`config.mk`:
```
export PLATFORM = sky130hd
export DESIGN_NAME = mem_bus_arbiter
export DESIGN_NICKNAME = d
export VERILOG_FILES = /design/src/rtl/mem_bus_arbiter_pkg.sv /design/src/rtl/mem_bus_arbiter.sv
export SDC_FILE = /design/constraint.sdc
export NUM_CORES = 1
export LEC_CHECK = 0
export ABC_AREA = 0
export BUFFER_PORTS_ARGS = -buffer_cell sky130_fd_sc_hd__buf_2
export CORE_MARGIN = 8
export CORE_UTILIZATION = 57
export DETAILED_ROUTE_END_ITERATION = 10
export PLACE_DENSITY_LB_ADDON = 0.15
export SKIP_CTS_REPAIR_TIMING = 1
export SYNTH_ARGS = -nofsm -noshare
export SYNTH_HDL_FRONTEND = slang
export SYNTH_SLANG_ARGS = --single-unit
```
`constraint.sdc`:
```
create_clock -name clk -period 9.45 [get_ports clk]
set_input_delay 0.4725 -clock clk [delete_from_list [all_inputs] [get_ports clk]]
set_output_delay 0.4725 -clock clk [all_outputs]
set_load 0.05 [all_outputs]
```
`src/rtl/mem_bus_arbiter_pkg.sv`:
```
// Shared types and constants for the byte-serial RAM/IO bus arbiter.
package mem_bus_arbiter_pkg;

    typedef enum logic [1:0] {StIdle, StIcRd, StLsRd, StLsWr} state_e;

    typedef enum logic {GntIc, GntLs} grant_e;

    localparam logic [1:0] LenByte     = 2'd0;
    localparam logic [1:0] LenHalf     = 2'd1;
    localparam logic [1:0] LenWord     = 2'd2;
    localparam logic [1:0] IoHiDefault = 2'b11;

    // Encoding 3 is treated as a full word.
    function automatic logic [2:0] len_bytes(input logic [1:0] len);
        case (len)
            LenByte: return 3'd1;
            LenHalf: return 3'd2;
            LenWord: return 3'd4;
            default: return 3'd4;
        endcase
    endfunction

endpackage

```
`src/rtl/mem_bus_arbiter.sv`:
```
// Shares the byte-wide RAM/IO bus between ICache fetches and LSB loads/stores,
// serialising each request into byte cycles and assembling read data.
module mem_bus_arbiter
    import mem_bus_arbiter_pkg::*;
#(
    parameter logic [1:0]  IO_HI    = IoHiDefault,
    parameter int unsigned IC_BYTES = 4
) (
    input  logic        clk,
    input  logic        rst,
    input  logic        rdy,
    input  logic [7:0]  mem_din,
    output logic [7:0]  mem_dout,
    output logic [31:0] mem_a,
    output logic        mem_wr,
    input  logic        io_buffer_full,
    input  logic        flush,
    input  logic        ic_valid,
    input  logic [31:0] ic_addr,
    output logic        ic_done,
    output logic [31:0] ic_data,
    input  logic        ls_valid,
    input  logic        ls_wr,
    input  logic [31:0] ls_addr,
    input  logic [1:0]  ls_len,
    input  logic [31:0] ls_wdata,
    output logic        ls_done,
    output logic [31:0] ls_rdata
);

    localparam logic [2:0] IcN = 3'(IC_BYTES);

    state_e      state_q, state_d;
    grant_e      last_q, last_d;
    logic [2:0]  cnt_q, cnt_d;
    logic [2:0]  nbytes_q, nbytes_d;
    logic [31:0] base_q, base_d;
    logic [31:0] wdata_q, wdata_d;
    logic [31:0] data_q, data_d;
    logic        ic_done_q, ic_done_d;
    logic        ls_done_q, ls_done_d;
    logic [31:0] a_hold_q;
    logic [7:0]  dout_hold_q;

    logic [31:0] a_live;
    logic [7:0]  dout_live;
    logic        wr_live;
    logic        base_is_io, ls_is_io, idle_ok, pick_ls, stall, abort;
    logic [1:0]  rd_idx;

    assign base_is_io = (base_q[17:16] == IO_HI);
    assign ls_is_io   = (ls_addr[17:16] == IO_HI);
    assign idle_ok    = !rst && !flush && !ic_done_q && !ls_done_q && (ic_valid || ls_valid);
    assign pick_ls    = ls_valid && (!ic_valid || last_q == GntIc);
    // Byte landing this cycle is the one addressed in the previous cycle.
    assign rd_idx     = cnt_q[1:0] - 2'd1;

    always_comb begin
        state_d   = state_q;
        last_d    = last_q;
        cnt_d     = cnt_q;
        nbytes_d  = nbytes_q;
        base_d    = base_q;
        wdata_d   = wdata_q;
        data_d    = data_q;
        ic_done_d = 1'b0;
        ls_done_d = 1'b0;
        a_live    = base_q + {29'd0, cnt_q};
        dout_live = wdata_q[{cnt_q[1:0], 3'b000} +: 8];
        wr_live   = 1'b0;
        stall     = 1'b0;
        abort     = 1'b0;

        unique case (state_q)
            StIdle: begin
                if (idle_ok) begin
                    data_d = '0;
                    cnt_d  = 3'd1;
                    if (pick_ls) begin
                        last_d    = GntLs;
                        base_d    = ls_addr;
                        nbytes_d  = len_bytes(ls_len);
                        wdata_d   = ls_wdata;
                        a_live    = ls_addr;
                        dout_live = ls_wdata[7:0];
                        if (ls_wr) begin
                            stall   = ls_is_io && io_buffer_full;
                            wr_live = !stall;
                            if (stall) begin
                                state_d = StLsWr;
                                cnt_d   = 3'd0;
                            end else if (len_bytes(ls_len) == 3'd1) begin
                                cnt_d     = 3'd0;
                                ls_done_d = 1'b1;
                            end else begin
                                state_d = StLsWr;
                            end
                        end else begin
                            state_d = StLsRd;
                        end
                    end else begin
                        last_d   = GntIc;
                        base_d   = ic_addr;
                        nbytes_d = IcN;
                        a_live   = ic_addr;
                        state_d  = StIcRd;
                    end
                end
            end
            StIcRd, StLsRd: begin
                data_d[{rd_idx, 3'b000} +: 8] = mem_din;
                // IO reads have side effects, so only RAM reads are abortable.
                abort = flush && (state_q == StIcRd || !base_is_io);
                if (abort) begin
                    state_d = StIdle;
                    cnt_d   = 3'd0;
                end else if (cnt_q == nbytes_q) begin
                    state_d   = StIdle;
                    cnt_d     = 3'd0;
                    ic_done_d = (state_q == StIcRd);
                    ls_done_d = (state_q == StLsRd);
                end else begin
                    cnt_d = cnt_q + 3'd1;
                end
            end
            StLsWr: begin
                stall   = base_is_io && io_buffer_full;
                wr_live = !stall;
                if (!stall) begin
                    if (cnt_q == nbytes_q - 3'd1) begin
                        state_d   = StIdle;
                        cnt_d     = 3'd0;
                        ls_done_d = 1'b1;
                    end else begin
                        cnt_d = cnt_q + 3'd1;
                    end
                end
            end
            default: state_d = StIdle;
        endcase
    end

    always_ff @(posedge clk or posedge rst) begin
        if (rst) begin
            state_q     <= StIdle;
            last_q      <= GntIc;
            cnt_q       <= '0;
            nbytes_q    <= '0;
            base_q      <= '0;
            wdata_q     <= '0;
            data_q      <= '0;
            ic_done_q   <= 1'b0;
            ls_done_q   <= 1'b0;
            a_hold_q    <= '0;
            dout_hold_q <= '0;
        end else if (rdy) begin
            state_q     <= state_d;
            last_q      <= last_d;
            cnt_q       <= cnt_d;
            nbytes_q    <= nbytes_d;
            base_q      <= base_d;
            wdata_q     <= wdata_d;
            data_q      <= data_d;
            ic_done_q   <= ic_done_d;
            ls_done_q   <= ls_done_d;
            a_hold_q    <= a_live;
            dout_hold_q <= dout_live;
        end
    end

    // While paused the bus keeps presenting the last active address, so the
    // byte returned on resume is still the one the counter expects.
    assign mem_a    = rst ? '0 : (rdy ? a_live : a_hold_q);
    assign mem_dout = rst ? '0 : (rdy ? dout_live : dout_hold_q);
    assign mem_wr   = !rst && rdy && wr_live;
    assign ic_done  = ic_done_q;
    assign ls_done  = ls_done_q;
    assign ic_data  = data_q;
    assign ls_rdata = data_q;

endmodule

```
* Yosys cells after proc, flatten, opt, wreduce, memory -nomap -nowiden
Index checks and enable logic that the tools add are counted.
** Word-level totals
- Register bits after elaboration :: 147
- Output and inout bits :: 107
- Logic and storage cells :: 122
** Cells by class
- Add/sub/neg operators :: 5
- Equal/unequal tests :: 14
- Shifts and indexed selects :: 3
- Mux-type cells :: 58
- Bitwise logic cells :: 1
- Reductions and logical operators :: 30
** Operators by type and width (number)
- two-way mux 32 bit :: 6
- one-hot mux 32 bit (2 select lines) :: 1
- two-way mux 8 bit :: 5
- two-way mux 3 bit :: 11
- adder 32 x 3 -> 32 bit :: 1
- bitwise mux 32 bit :: 1
- variable shift 8 x 7 -> 32 bit, first input constant :: 1
- variable part select 32 x 6 -> 8 bit :: 1
- variable part select 8 x 7 -> 32 bit :: 1
- two-way mux 1 bit :: 20
- two-way mux 2 bit :: 9
- logical AND 1 bit :: 10
- one-hot mux 3 bit (3 select lines) :: 1
- AND reduction 3 bit :: 3
- == test 2 bit, second input constant :: 4
- zero test 1 bit :: 8
- negator 5 -> 7 bit :: 1
- == test 3 bit :: 2
- != test 2 bit, second input constant :: 3
- one-hot mux 2 bit (3 select lines) :: 1
- one-hot mux 3 bit (2 select lines) :: 1
- AND reduction 6 bit :: 1
- != test 5 bit, second input constant :: 1
- == test 2 x 1 -> 1 bit, second input constant :: 2
- 13 further kinds :: 16

* Logic depth before layout (Yosys ltp)
- Depth in word-level cells :: 14
- Mapped depth :: 9
- Depth with buffers taken out :: 8

* Worst setup path before layout
Ideal clock, no wire load.
- Path kind :: input to output
- Start point :: in rst
- End point :: out mem_a[12]
- Arrival time :: 5.958 ns
- Required time :: 8.977 ns
- Path slack :: 3.020 ns
- Cell stages on the path :: 4
- Path buffers :: 2
- Cells stage by stage :: buf_4 inv_1 clkbuf_1 and2_1
** Between the ends
- Cells in the longest elaborated chain, start to end :: 9
** RTL lines
- from (decl) :: RTL line mem_bus_arbiter.sv:10 : input logic rst,
- zero test 1 bit :: RTL line mem_bus_arbiter.sv:53 : assign idle_ok = !rst && !flush && !ic_done_q && !ls_done_q && (ic_valid || ls_valid);
- logical AND 1 bit (4 in a row) :: RTL line mem_bus_arbiter.sv:53
- two-way mux 32 bit :: RTL line mem_bus_arbiter.sv:76 : if (idle_ok) begin
- two-way mux 32 bit :: RTL line mem_bus_arbiter.sv:74 : unique case (state_q)
- two-way mux 32 bit
- two-way mux 32 bit (*) :: RTL line mem_bus_arbiter.sv:173 : assign mem_a = rst ? '0 : (rdy ? a_live : a_hold_q);
- to (decl) :: RTL line mem_bus_arbiter.sv:14 : output logic [31:0] mem_a,
Every way passes the cells marked *; elsewhere a longest branch is shown, timed or not.

* Final worst setup path
- Start point :: reg cnt_q[0]
- End point :: out mem_a[24]
** Between the ends
- Cells in the longest elaborated chain, start to end :: 5
** RTL lines
- from (decl) :: RTL line mem_bus_arbiter.sv:35 : logic [2:0] cnt_q, cnt_d;
- from (signal assigned) :: RTL line mem_bus_arbiter.sv:159 : cnt_q <= cnt_d;
- adder 32 x 3 -> 32 bit (*) :: RTL line mem_bus_arbiter.sv:68 : a_live = base_q + {29'd0, cnt_q};
- two-way mux 32 bit :: RTL line mem_bus_arbiter.sv:76
- two-way mux 32 bit (*) :: RTL line mem_bus_arbiter.sv:74
- two-way mux 32 bit (*)
- two-way mux 32 bit (*) :: RTL line mem_bus_arbiter.sv:173
Marks and branches as above.

==> run metrics <==
status=completed; r2r endpoint=a_hold_q[30]; Root Buffer=clkbuf_16; Final Net Count=1116; Post-synth EDFFs=0; Cell Rows=43; distinct cell type count of the synthesized netlist=75; worst hold path type=in -> reg; Slowest cell on crit path=dfrtp_1; Pwr Density=319 nW/um2; initial antenna violation count=0; commonest non-fill, non-tap cell in the layout=buf_2; endpoints failing hold=0; core box area=13900 um2; IO Port Bufs=220; CP endpoint kind=output port; Top FF cell, synth=dfrtp_1; P_leak=4.83 nW; Total GRT Usage=0.237; commonest cells after routing, fill and taps aside=buf_2, dfrtp_1, nand2_1; Finish-stage setup viols=0; first-pass GRT wire length=34.7 mm; die span in y=136 um; routed via count=6845; I/O pins=221; cell count after synthesis=819; Critical Path, Cell by Cell=ha_1, inv_1, fa_1, nor2b_1, o2111ai_1, nor3_1, xnor2_1, a211oi_1, buf_2; minimum clock period=4.54 ns; Met3 Wirelength=1.67 mm; CTS Sinks=147; fin util=0.694; top sig layer=met4; CP Launch Type=flip-flop; layout cell share with drive strength beyond 1=0.321; TNS Setup=0 ns; drt via density=5.80; ANT cells=0; Synth warnings=0; Final Wtd Congestion=0.875; CTS tree=yes; initial core utilization=0.587; Avg Cell Area, Syn=9.99 um2; Yosys reg bits=147; deepest clock path buffer count=2; sequential cell area=3680 um2; post-route cell area=9670 um2; met2 wire length=10.2 mm; H-tree levels=4; asr flop ratio synth=1.00; Max Freq=220 MHz; drt drc=0; DRT met1 WL=9.50 mm; Fill cells=1122; vias in the first global route=6804; sequential fraction of the synthesis area=0.450; Area after DPL=9090 um2; Hold EP=wdata_q[20]; 1st-iter DRT viols=405; Final Max Slew Viols=0; hold wc startpoint=ls_wdata[20]; Worst-Margin Slew=1.10 ns; total power=0.00309 W; Post-Syn Area=8180 um2; Die Wd=136 um; max_slew headroom=0.263; CTS buffer count=17; reg-to-reg startpoint=cnt_q[0]; die area=18400 um2; WL/cell=18.4 um; final period utilization=0.481; max_cap viols=0; Worst Setup Path Type=reg -> out; largest net degree at the start of global routing=66; RSZ-0062 raised after global routing=no; WL final=21.7 mm; worst clock skew=0.00557 ns; Detail Route Antenna Nets=0; Worst-Skew Late Latency=0.42 ns; hold path cells=2; Syn Nets=946; Critical Path Fanout Max=18; WP data required=8.98 ns; CTS clk-pin slew, worst paths=0.06 ns; Reg2Reg Setup Slack=5.99 ns; FF-to-FF path depth=8; drt first pass iters=5; Multi-input gate area=3940 um2; max incr delay on CP=0.96 ns; GR Overflow Total=0; arrival time at the worst endpoint=4.07 ns; Layout Area Growth over Synthesis=18.2%; Detailed Place HPWL=15.5 mm; VDD IR max=0.207 mV
## registers in the layout (all words and copies together) (netlist names)
name	count
dout_hold_q	8
base_q	32
last_q	1
ls_done	1
a_hold_q	32
state_q	2
ic_data	32
nbytes_q	3
ic_done	1
cnt_q	3
wdata_q	32
## cells by family (layout without fill, tap and decap cells)
group / count (synthesis) / count (layout) / synth area share
mux: 86 / 86 / 0.123
flops: 147 / 147 / 0.450
buf+inv: 98 / 279 / 0.0714
compound gates: 200 / 200 / 0.159
simple gates: 257 / 257 / 0.155
xor+xnor: 18 / 18 / 0.0211
fa+ha+maj: 13 / 13 / 0.0208
## cell type report
| type | count | share of cell area |
|---|---|---|
| Multi-Input combinational cell | 574 | 0.407 |
| Sequential cell | 147 | 0.380 |
| Timing Repair Buffer | 229 | 0.121 |
| Clock buffer | 22 | 0.0501 |
| Tap cell | 180 | 0.0233 |
| Clock inverter | 8 | 0.0106 |
| Inverter | 20 | 0.00828 |
## metal layers
layer  GRT usage  vias to the layer above
met3      0.0682                       28
met1       0.313                     3317
met4      0.0722                        0
met2       0.371                      252
li1            -                     3248
met5           0                        -
## synthesized netlist by cell type, types with 16 or more instances
master | instances | share of area
nand3_1 | 18 | 0.011
mux2i_1 | 43 | 0.053
a21o_1 | 21 | 0.019
mux2_2 | 35 | 0.048
dfrtp_1 | 147 | 0.45
inv_1 | 19 | 0.0087
a21oi_1 | 50 | 0.031
nor3_1 | 16 | 0.0098
o21ai_0 | 51 | 0.031
buf_4 | 40 | 0.037
nor2_1 | 50 | 0.023
nand2_1 | 104 | 0.048
and2_1 | 17 | 0.013
xnor2_1 | 16 | 0.017
## critical path: cells and delay by family, from the launching register on
kind	cells	cell delay (ns)
adder cells (fa/ha/maj)	2	0.70
AO/OA/AOI/OAI	2	0.70
XOR/XNOR	1	0.13
buffers and inverters	2	0.37
AND/OR/NAND/NOR	2	0.79
flip-flops	1	0.96
## worst max-delay path by stage
stage | start | to | slack (ns) | depth (start not counted)
after floorplan | rst | a_hold_q[0] | 2.87 | 3
after global placement | cnt_q[0] | mem_a[24] | 5.39 | 9
after detailed placement | cnt_q[0] | mem_a[24] | 5.35 | 9
after CTS | cnt_q[0] | mem_a[24] | 4.89 | 9
after global routing | cnt_q[0] | mem_a[24] | 4.63 | 9
final | cnt_q[0] | mem_a[24] | 4.91 | 9
## report_power, final
| part | switching, W | total [W] | leakage, nW | internal, W |
|---|---|---|---|---|
| clock | 0.000257 | 0.000670 | 0.284 | 0.000413 |
| sequential | 0.000224 | 0.00111 | 1.91 | 0.000886 |
| combinational | 0.000837 | 0.00131 | 2.63 | 0.000472 |
## through the flow
stage | hold WS [ns] | setup slack [ns] | std cells
after floorplan | 0.443 | 2.87 | 819
after global placement | 0.461 | 5.39 | 1150
after detailed placement | 0.463 | 5.35 | 1150
after CTS | 0.267 | 4.89 | 1180
after global routing | 0.266 | 4.63 | 1180
final | 0.279 | 4.91 | 1180
(Power assumes the default switching activity.)
